`src/rtl/abcd_seq_pkg.sv`:
```
// Shared types for the ABCD pattern sequencer: FSM state encoding and the
// per-step pattern entry stored in the pattern RAM.
package abcd_seq_pkg;

  localparam int unsigned SEQ_HOLD_W = 8;

  typedef enum logic [1:0] {
    IDLE,
    LOAD,
    HOLD,
    DONE
  } state_t;

  typedef struct packed {
    logic [3:0]            vec;
    logic [SEQ_HOLD_W-1:0] hold;
    logic                  exp;
  } step_t;

endpackage

```
`src/rtl/abcd_seq_pattern_ram.sv`:
```
// Pattern storage for the ABCD sequencer: NUM_STEPS entries, synchronous
// write, asynchronous read. Contents are intentionally not reset.
module abcd_seq_pattern_ram
  import abcd_seq_pkg::*;
#(
  parameter int unsigned NUM_STEPS = 8,
  parameter int unsigned STEP_W    = $clog2(NUM_STEPS)
) (
  input  logic              clk,
  input  logic              wr_en,
  input  logic [STEP_W-1:0] wr_addr,
  input  step_t             wr_data,
  input  logic [STEP_W-1:0] rd_addr,
  output step_t             rd_data
);

  step_t mem [NUM_STEPS];

  always_ff @(posedge clk) begin
    if (wr_en) begin
      mem[wr_addr] <= wr_data;
    end
  end

  always_comb begin
    rd_data = mem[rd_addr];
  end

endmodule

```
`src/rtl/abcd_pattern_sequencer.sv`:
```
// Replays programmed {a,b,c,d} vectors, each held hold+1 cycles, for a 3-of-4
// majority detector. Define CAPTURE_EN to add f_in mismatch capture.
module abcd_pattern_sequencer
  import abcd_seq_pkg::*;
#(
  parameter  int unsigned NUM_STEPS = 8,
  parameter  int unsigned HOLD_W    = SEQ_HOLD_W,
  localparam int unsigned STEP_W    = $clog2(NUM_STEPS)
) (
  input  logic              clk,
  input  logic              rst_n,
  input  logic              start,
  input  logic              abort,
  input  logic              loop,
  input  logic              cfg_we,
  input  logic [STEP_W-1:0] cfg_addr,
  input  logic [3:0]        cfg_vec,
  input  logic [HOLD_W-1:0] cfg_hold,
  input  logic              cfg_exp,
  output logic              a,
  output logic              b,
  output logic              c,
  output logic              d,
  output logic              step_valid,
  output logic [STEP_W-1:0] step_idx,
  output logic              busy,
  output logic              done
`ifdef CAPTURE_EN
  ,
  input  logic              f_in,
  output logic [7:0]        mismatch_cnt,
  output logic [STEP_W-1:0] last_miss
`endif
);

  localparam logic [STEP_W-1:0] LAST_IDX = STEP_W'(NUM_STEPS - 1);

  state_t            state_q, state_d;
  logic [3:0]        vec_q, vec_d;
  logic [STEP_W-1:0] idx_q, idx_d;
  logic [HOLD_W-1:0] cnt_q, cnt_d;

  logic              wr_en;
  step_t             wr_entry, rd_entry, load_entry;
  logic [STEP_W-1:0] rd_addr;
  logic              load;
  logic              step_end;

  always_comb begin
    busy              = (state_q == LOAD) || (state_q == HOLD);
    step_valid        = (state_q == LOAD);
    done              = (state_q == DONE);
    step_idx          = idx_q;
    {a, b, c, d}      = vec_q;
    wr_en             = cfg_we && !busy;
    wr_entry          = '0;
    wr_entry.vec      = cfg_vec;
    wr_entry.hold     = SEQ_HOLD_W'(cfg_hold);
    wr_entry.exp      = cfg_exp;
  end

  abcd_seq_pattern_ram #(
    .NUM_STEPS (NUM_STEPS),
    .STEP_W    (STEP_W)
  ) u_ram (
    .clk     (clk),
    .wr_en   (wr_en),
    .wr_addr (cfg_addr),
    .wr_data (wr_entry),
    .rd_addr (rd_addr),
    .rd_data (rd_entry)
  );

  // A write and a start in the same cycle must launch step 0 with the new data.
  always_comb begin
    load_entry = (wr_en && (cfg_addr == rd_addr)) ? wr_entry : rd_entry;
  end

  always_comb begin
    load     = 1'b0;
    step_end = 1'b0;
    rd_addr  = '0;
    case (state_q)
      IDLE: begin
        load = start && !abort;
      end
      LOAD, HOLD: begin
        if (cnt_q == '0) begin
          step_end = 1'b1;
          if (idx_q != LAST_IDX) begin
            load    = 1'b1;
            rd_addr = idx_q + 1'b1;
          end else begin
            load = loop;
          end
        end
      end
      default: ;
    endcase
  end

  always_comb begin
    state_d = state_q;
    vec_d   = vec_q;
    idx_d   = idx_q;
    cnt_d   = cnt_q;
    case (state_q)
      LOAD, HOLD: begin
        if (cnt_q != '0) begin
          state_d = HOLD;
          cnt_d   = cnt_q - 1'b1;
        end else if (!load) begin
          state_d = DONE;
        end
      end
      DONE:    state_d = IDLE;
      default: ;
    endcase
    if (load) begin
      state_d = LOAD;
      idx_d   = rd_addr;
      vec_d   = load_entry.vec;
      cnt_d   = HOLD_W'(load_entry.hold);
    end
    if (abort) begin
      state_d = IDLE;
      vec_d   = '0;
      idx_d   = '0;
      cnt_d   = '0;
    end
  end

  always_ff @(posedge clk or negedge rst_n) begin
    if (!rst_n) begin
      state_q <= IDLE;
      vec_q   <= '0;
      idx_q   <= '0;
      cnt_q   <= '0;
    end else begin
      state_q <= state_d;
      vec_q   <= vec_d;
      idx_q   <= idx_d;
      cnt_q   <= cnt_d;
    end
  end

`ifdef CAPTURE_EN
  logic              exp_q, exp_d;
  logic [7:0]        miss_q, miss_d;
  logic [STEP_W-1:0] lmiss_q, lmiss_d;

  // exp travels with the vector so the end-of-step compare needs no second read port.
  always_comb begin
    exp_d   = exp_q;
    miss_d  = miss_q;
    lmiss_d = lmiss_q;
    if (load) begin
      exp_d = load_entry.exp;
    end
    if ((state_q == IDLE) && start && !abort) begin
      miss_d  = '0;
      lmiss_d = '0;
    end else if (step_end && !abort && (f_in != exp_q)) begin
      if (miss_q != 8'hFF) begin
        miss_d = miss_q + 1'b1;
      end
      lmiss_d = idx_q;
    end
  end

  always_ff @(posedge clk or negedge rst_n) begin
    if (!rst_n) begin
      exp_q   <= 1'b0;
      miss_q  <= '0;
      lmiss_q <= '0;
    end else begin
      exp_q   <= exp_d;
      miss_q  <= miss_d;
      lmiss_q <= lmiss_d;
    end
  end

  always_comb begin
    mismatch_cnt = miss_q;
    last_miss    = lmiss_q;
  end
`else
  logic unused_exp;
  always_comb begin
    unused_exp = load_entry.exp;
  end
`endif

endmodule

```
`config.mk`:
```
export PLATFORM = sky130hd
export DESIGN_NAME = abcd_pattern_sequencer
export DESIGN_NICKNAME = d
export VERILOG_FILES = /design/src/rtl/abcd_seq_pkg.sv /design/src/rtl/abcd_seq_pattern_ram.sv /design/src/rtl/abcd_pattern_sequencer.sv
export SDC_FILE = /design/constraint.sdc
export NUM_CORES = 1
export LEC_CHECK = 0
export ABC_AREA = 1
export CORE_ASPECT_RATIO = 0.6
export CORE_UTILIZATION = 50
export DETAILED_ROUTE_END_ITERATION = 12
export GPL_TIMING_DRIVEN = 0
export PLACE_DENSITY = 0.66
export SYNTH_ARGS = -nofsm -noshare
export SYNTH_HDL_FRONTEND = slang
export SYNTH_HIERARCHICAL = 1
export SYNTH_SLANG_ARGS = --single-unit
```
`constraint.sdc`:
```
create_clock -name clk -period 2.94 [get_ports clk]
set_clock_uncertainty 0.15 [all_clocks]
set_input_delay 0.588 -clock clk [delete_from_list [all_inputs] [get_ports clk]]
set_output_delay 0.588 -clock clk [all_outputs]
set_load 0.02 [all_outputs]
```
==> results.json, run 1 <==
{
  "grt-ovfl-total": 0,
  "nNetsFinal": 696,
  "rows": 29,
  "final.period_utilization_pct": 93.6,
  "final_core_util_pct": 62.2,
  "status": "finished with violations",
  "cts_setup_buffers": 0,
  "core_area_um2": 10700,
  "dieHeight_um": 84.1,
  "tightest_slew_ns": 1.32,
  "clockBufferDepth": 2,
  "vias": 4159,
  "path_max_fanout": 12,
  "grt_pass1_wl_um": 20300,
  "grt_setup_unrepaired": "no",
  "cp.required_ns": 2.80,
  "grt_pass1_vias": 3746,
  "drv_cap": 0,
  "layoutNonFillerInstCount": 819,
  "clock_sinks": 113,
  "synth_warnings": 6,
  "num_antenna_cells": 0,
  "hp-class": "register to register",
  "hold_buffers": 0,
  "dp_hpwl_um": 9230,
  "pwr_density_cell_nw_per_um2": 847,
  "violations": "DRC",
  "gp_congestion": 0.853,
  "die-area_um2": 11700,
  "synthCells": 618,
  "design_area_um2": 6680,
  "setup_violations": 0,
  "clkLatencyLatePin_ns": 0.40,
  "clk_pin_slew_ns": 0.05,
  "synth_nets": 647,
  "end_kind": "register",
  "firstDrtPassIters": 9,
  "grt_max_degree": 18,
  "cp.arrival_ns": 2.61,
  "finalWirelength_um": 13200,
  "route.detailed.drc": 5,
  "critPathKind": "register to register",
  "tritoncts": "built",
  "slew_viol_final": 0,
  "placed_area_um2": 6090,
  "routedWlPerCell_um": 16.1,
  "pin_count": 32,
  "die_w_um": 139,
  "clockRootBuffer": "clkbuf_16",
  "syn2layout_area_growth_pct": 18.9,
  "reg2reg_depth": 5,
  "io_buffers": 30,
  "drt_iter0_drc": 326,
  "synth_area_um2": 5620,
  "initial_core_util_pct": 52.3,
  "tns_ns": 0,
  "hold_viol": 0,
  "clock.fmax_ghz": 0.364,
  "post_cts_resized": 0,
  "cts_made_buffers": 17,
  "vdd_drop_max_mv": 0.456,
  "maxSlewHeadroom_pct": 11.9,
  "antenna_found_initial": 0,
  "grt_use_total_pct": 24.0,
  "p_leak_nw": 3.14,
  "drive_gt1_share_pct": 9.12,
  "hold_depth": 2,
  "syn_area_per_cell_um2": 9.09,
  "routed_via_density": 5.08,
  "placed_cells": 787,
  "ant_nets": 0,
  "cts.htree.levels": 4,
  "fin_crit_ns": 2.75,
  "critPathLaunchType": "register"
}
## routing by layer
layer | part of all wire [%] | global-route usage [%]
met1 | 49 | 35.9
met2 | 43 | 34.6
met3 | 7.1 | 4.76
met4 | 0.98 | 8.69
met5 | 0 | 0
## metrics by stage
| step | power [W] | hold WS, ns | setup slack (ns) |
|---|---|---|---|
| floorplan | 0.00314 | 0.142 | 0.737 |
| global placement | 0.00360 | 0.315 | 0.0783 |
| detailed placement | 0.00363 | 0.323 | 0.0223 |
| CTS | 0.00566 | 0.342 | 0.212 |
| global route | 0.00594 | 0.377 | 0.0976 |
| finish | 0.00566 | 0.339 | 0.189 |
## flip-flops by register name (all words and copies together), names as in the netlist
| name | flops |
|---|---|
| vec_q | 4 |
| step_idx | 3 |
| u_ram/mem | 96 |
| cnt_q | 8 |
| state_q | 2 |
## where the power goes
group | switching (W) | internal (W)
Sequential | 0.0000638 | 0.00187
Clock | 0.000667 | 0.00136
Combinational | 0.00110 | 0.000591
Total | 0.00183 | 0.00382
## path summary, 6_finish.rpt
kind                            start               to  slack [ns]
min                          vec_q[1]         vec_q[1]        0.34
min in group asynchronous       rst_n       state_q[0]        0.52
max reg2reg                state_q[1]  u_ram/mem[5][4]        0.19
max                        state_q[1]  u_ram/mem[5][4]        0.19
max in group asynchronous       rst_n         cnt_q[4]        1.58
min reg2reg                  vec_q[1]         vec_q[1]        0.34
## worst max-delay path: stages, from the launching register on
cell and delay, ns:
dfrtp_1 0.37, inv_1 0.09, ha_1 0.40, nor2_1 0.18, nand2_1 0.14, nor2_1 1.03
## cell usage in the layout (no fill, tap or decap), types with 3 or more instances in the layout
cell,n
a21oi_1,9
buf_4,9
buf_6,7
clkbuf_1,7
clkbuf_16,17
clkbuf_8,5
clkdlybuf4s50_1,30
dfrtp_1,17
edfxtp_1,96
ha_1,7
inv_1,125
nand2_1,217
nand2_2,5
nand3_1,64
nand4_1,9
nor2_1,20
nor2_4,3
o21ai_1,7
xor2_1,4
## final cells by class
class,instances,area [um^2]
multi-input combinational,356,1650
fill,905,4060
inverter,129,494
tap,139,174
sequential,113,3310
timing repair buffer,30,300
buffer,20,164
clock inverter,5,76.3
clock buffer,27,513
Note: power is estimated with default switching activity, not from simulation.
==> run 2: changes to the inputs <==
--- a/config.mk
+++ b/config.mk
@@ -11,6 +11,7 @@
 export DETAILED_ROUTE_END_ITERATION = 12
 export GPL_TIMING_DRIVEN = 0
 export PLACE_DENSITY = 0.66
+export SLEW_MARGIN = 20
 export SYNTH_ARGS = -nofsm -noshare
 export SYNTH_HDL_FRONTEND = slang
 export SYNTH_HIERARCHICAL = 1
==> results.json, run 2 (synthesis results as in run 1) <==
{
  "regMostFlops": "u_ram/mem",
  "clockRootBuffer": "clkbuf_16",
  "grt_pass1_wl_um": 20300,
  "die-area_um2": 11700,
  "critPathKind": "register to primary output",
  "cp.required_ns": 2.20,
  "vdd_drop_max_mv": 0.423,
  "critPathSlowestCell": "clkdlybuf4s50_1",
  "finalWirelength_um": 13100,
  "fin_crit_ns": 2.70,
  "tritoncts": "built",
  "drive_gt1_share_pct": 10.6,
  "cp.arrival_ns": 1.96,
  "slew_viol_final": 0,
  "core_area_um2": 10700,
  "design_area_um2": 6690,
  "final_common_cell": "nand2_1",
  "r2r-start": "cnt_q[0]",
  "route.detailed.drc": 5,
  "grt_pass1_vias": 3778,
  "die_w_um": 139,
  "dp_hpwl_um": 9210,
  "path_max_fanout": 7,
  "post_cts_resized": 0,
  "reg.largest.list": "u_ram/mem: 96 flops, cnt_q: 8 flops, vec_q: 4 flops",
  "nNetsFinal": 696,
  "tns_ns": 0,
  "final.period_utilization_pct": 91.9,
  "reg2reg_slack_ns": 0.35,
  "firstDrtPassIters": 9,
  "final_core_util_pct": 62.3,
  "crit_buf_inv": 2,
  "r2r-end": "cnt_q[5]",
  "syn2layout_area_growth_pct": 19.1,
  "layoutNonFillerInstCount": 819,
  "tightest_slew_ns": 0.879,
  "clock.fmax_ghz": 0.370,
  "clockBufferDepth": 2,
  "routedWlPerCell_um": 16.0,
  "grt-ovfl-total": 0,
  "drv_cap": 0,
  "end_kind": "primary output",
  "clk_pin_slew_ns": 0.05,
  "pin_count": 32,
  "rows": 29,
  "cts_setup_buffers": 0,
  "layout_common_cells": "217 x nand2_1, 125 x inv_1, 96 x edfxtp_1",
  "clkLatencyLatePin_ns": 0.40,
  "holdCritStartpoint": "cnt_q[7]",
  "hold_viol": 0,
  "cts.htree.levels": 4,
  "whs_endpoint": "cnt_q[7]",
  "grt_max_degree": 18,
  "io_buffers": 30,
  "grt_setup_unrepaired": "no",
  "initial_core_util_pct": 52.3,
  "maxSlewHeadroom_pct": 41.2,
  "hp-class": "register to register",
  "ant_nets": 0,
  "cts_made_buffers": 17,
  "grt_use_total_pct": 23.8,
  "setup_violations": 0,
  "num_antenna_cells": 0,
  "pwr_density_cell_nw_per_um2": 844,
  "p_leak_nw": 3.14,
  "hold_depth": 2,
  "gp_congestion": 0.853,
  "hold_buffers": 0,
  "critical_path.cell_chain": "inv_1 -> ha_1 -> clkdlybuf4s50_1",
  "status": "finished with violations",
  "largest_reg_flops": 96,
  "critPathLaunchType": "register",
  "placed_cells": 787,
  "clock_sinks": 113,
  "drt_iter0_drc": 344,
  "violations": "DRC",
  "cpPeakStageDelay_ns": 0.66,
  "routed_via_density": 5.08,
  "cp_top_family": "buffers and inverters",
  "vias": 4161,
  "reg2reg_depth": 16,
  "dieHeight_um": 84.1,
  "placed_area_um2": 6100,
  "antenna_found_initial": 0
}
==> run 2: cell types whose count changed in the layout (fill, tap and decap cells not counted) <==
cell / previous run / this run
clkbuf_1: 7 / 6
bufinv_16: 2 / 3
nor2_2: 1 / 9
clkinv_4: 0 / 1
nor2_1: 20 / 12
clkinv_2: 1 / 5
clkinvlp_4: 1 / 2
clkbuf_8: 5 / 0
clkinv_1: 1 / 0
==> run 2: layer usage <==
layer | wire, um | vias to the layer above | share of wire [%] | global-route usage [%]
met5 | 0 | - | 0 | 0
met4 | 157 | 0 | 1.2 | 7.07
met3 | 978 | 16 | 7.5 | 5.28
met2 | 5500 | 151 | 42 | 34.0
met1 | 6500 | 1956 | 49 | 36.0
li1 | - | 2038 | - | -
==> run 2: stage by stage <==
| stage | worst slack, ns | power [W] | hold slack, ns |
|---|---|---|---|
| floorplan | 0.737 | 0.00314 | 0.142 |
| finish | 0.239 | 0.00565 | 0.334 |
| CTS | 0.210 | 0.00566 | 0.340 |
| detailed placement | 0.0223 | 0.00363 | 0.326 |
| global placement | 0.0783 | 0.00360 | 0.315 |
| global route | 0.128 | 0.00594 | 0.377 |
==> run 2: worst max path at each step <==
stage	startpoint	endpoint	slack (ns)	depth (start not counted)
after floorplan	state_q[0]	u_ram/mem[1][10]	0.74	5
after global placement	cfg_we	u_ram/mem[3][6]	0.08	5
after detailed placement	cfg_we	u_ram/mem[5][10]	0.02	5
after CTS	state_q[1]	u_ram/mem[5][12]	0.21	5
after global routing	cnt_q[0]	cnt_q[5]	0.13	17
final	state_q[1]	busy	0.24	3
==> run 2: cell type report <==
class	count	area [um^2]
fillers	892	4050
clock inverters	11	139
plain buffers	20	164
repair buffers	30	300
clock buffers	21	440
multi-input cells	356	1670
inverters	129	494
well taps	139	174
flip-flops and latches	113	3310
==> run 2: report_power, final <==
group / leakage [nW] / internal, W / switching (W) / total, W
Sequential: 1.10 / 0.00187 / 0.0000649 / 0.00194
Clock: 0.281 / 0.00132 / 0.000691 / 0.00201
Combinational: 1.76 / 0.000593 / 0.00110 / 0.00170
==> run 2: tightest hold or removal path: stages (launching register included) <==
cell	delay (ns)
dfrtp_1	0.34
nand2_1	0.05
nand2_1	0.06
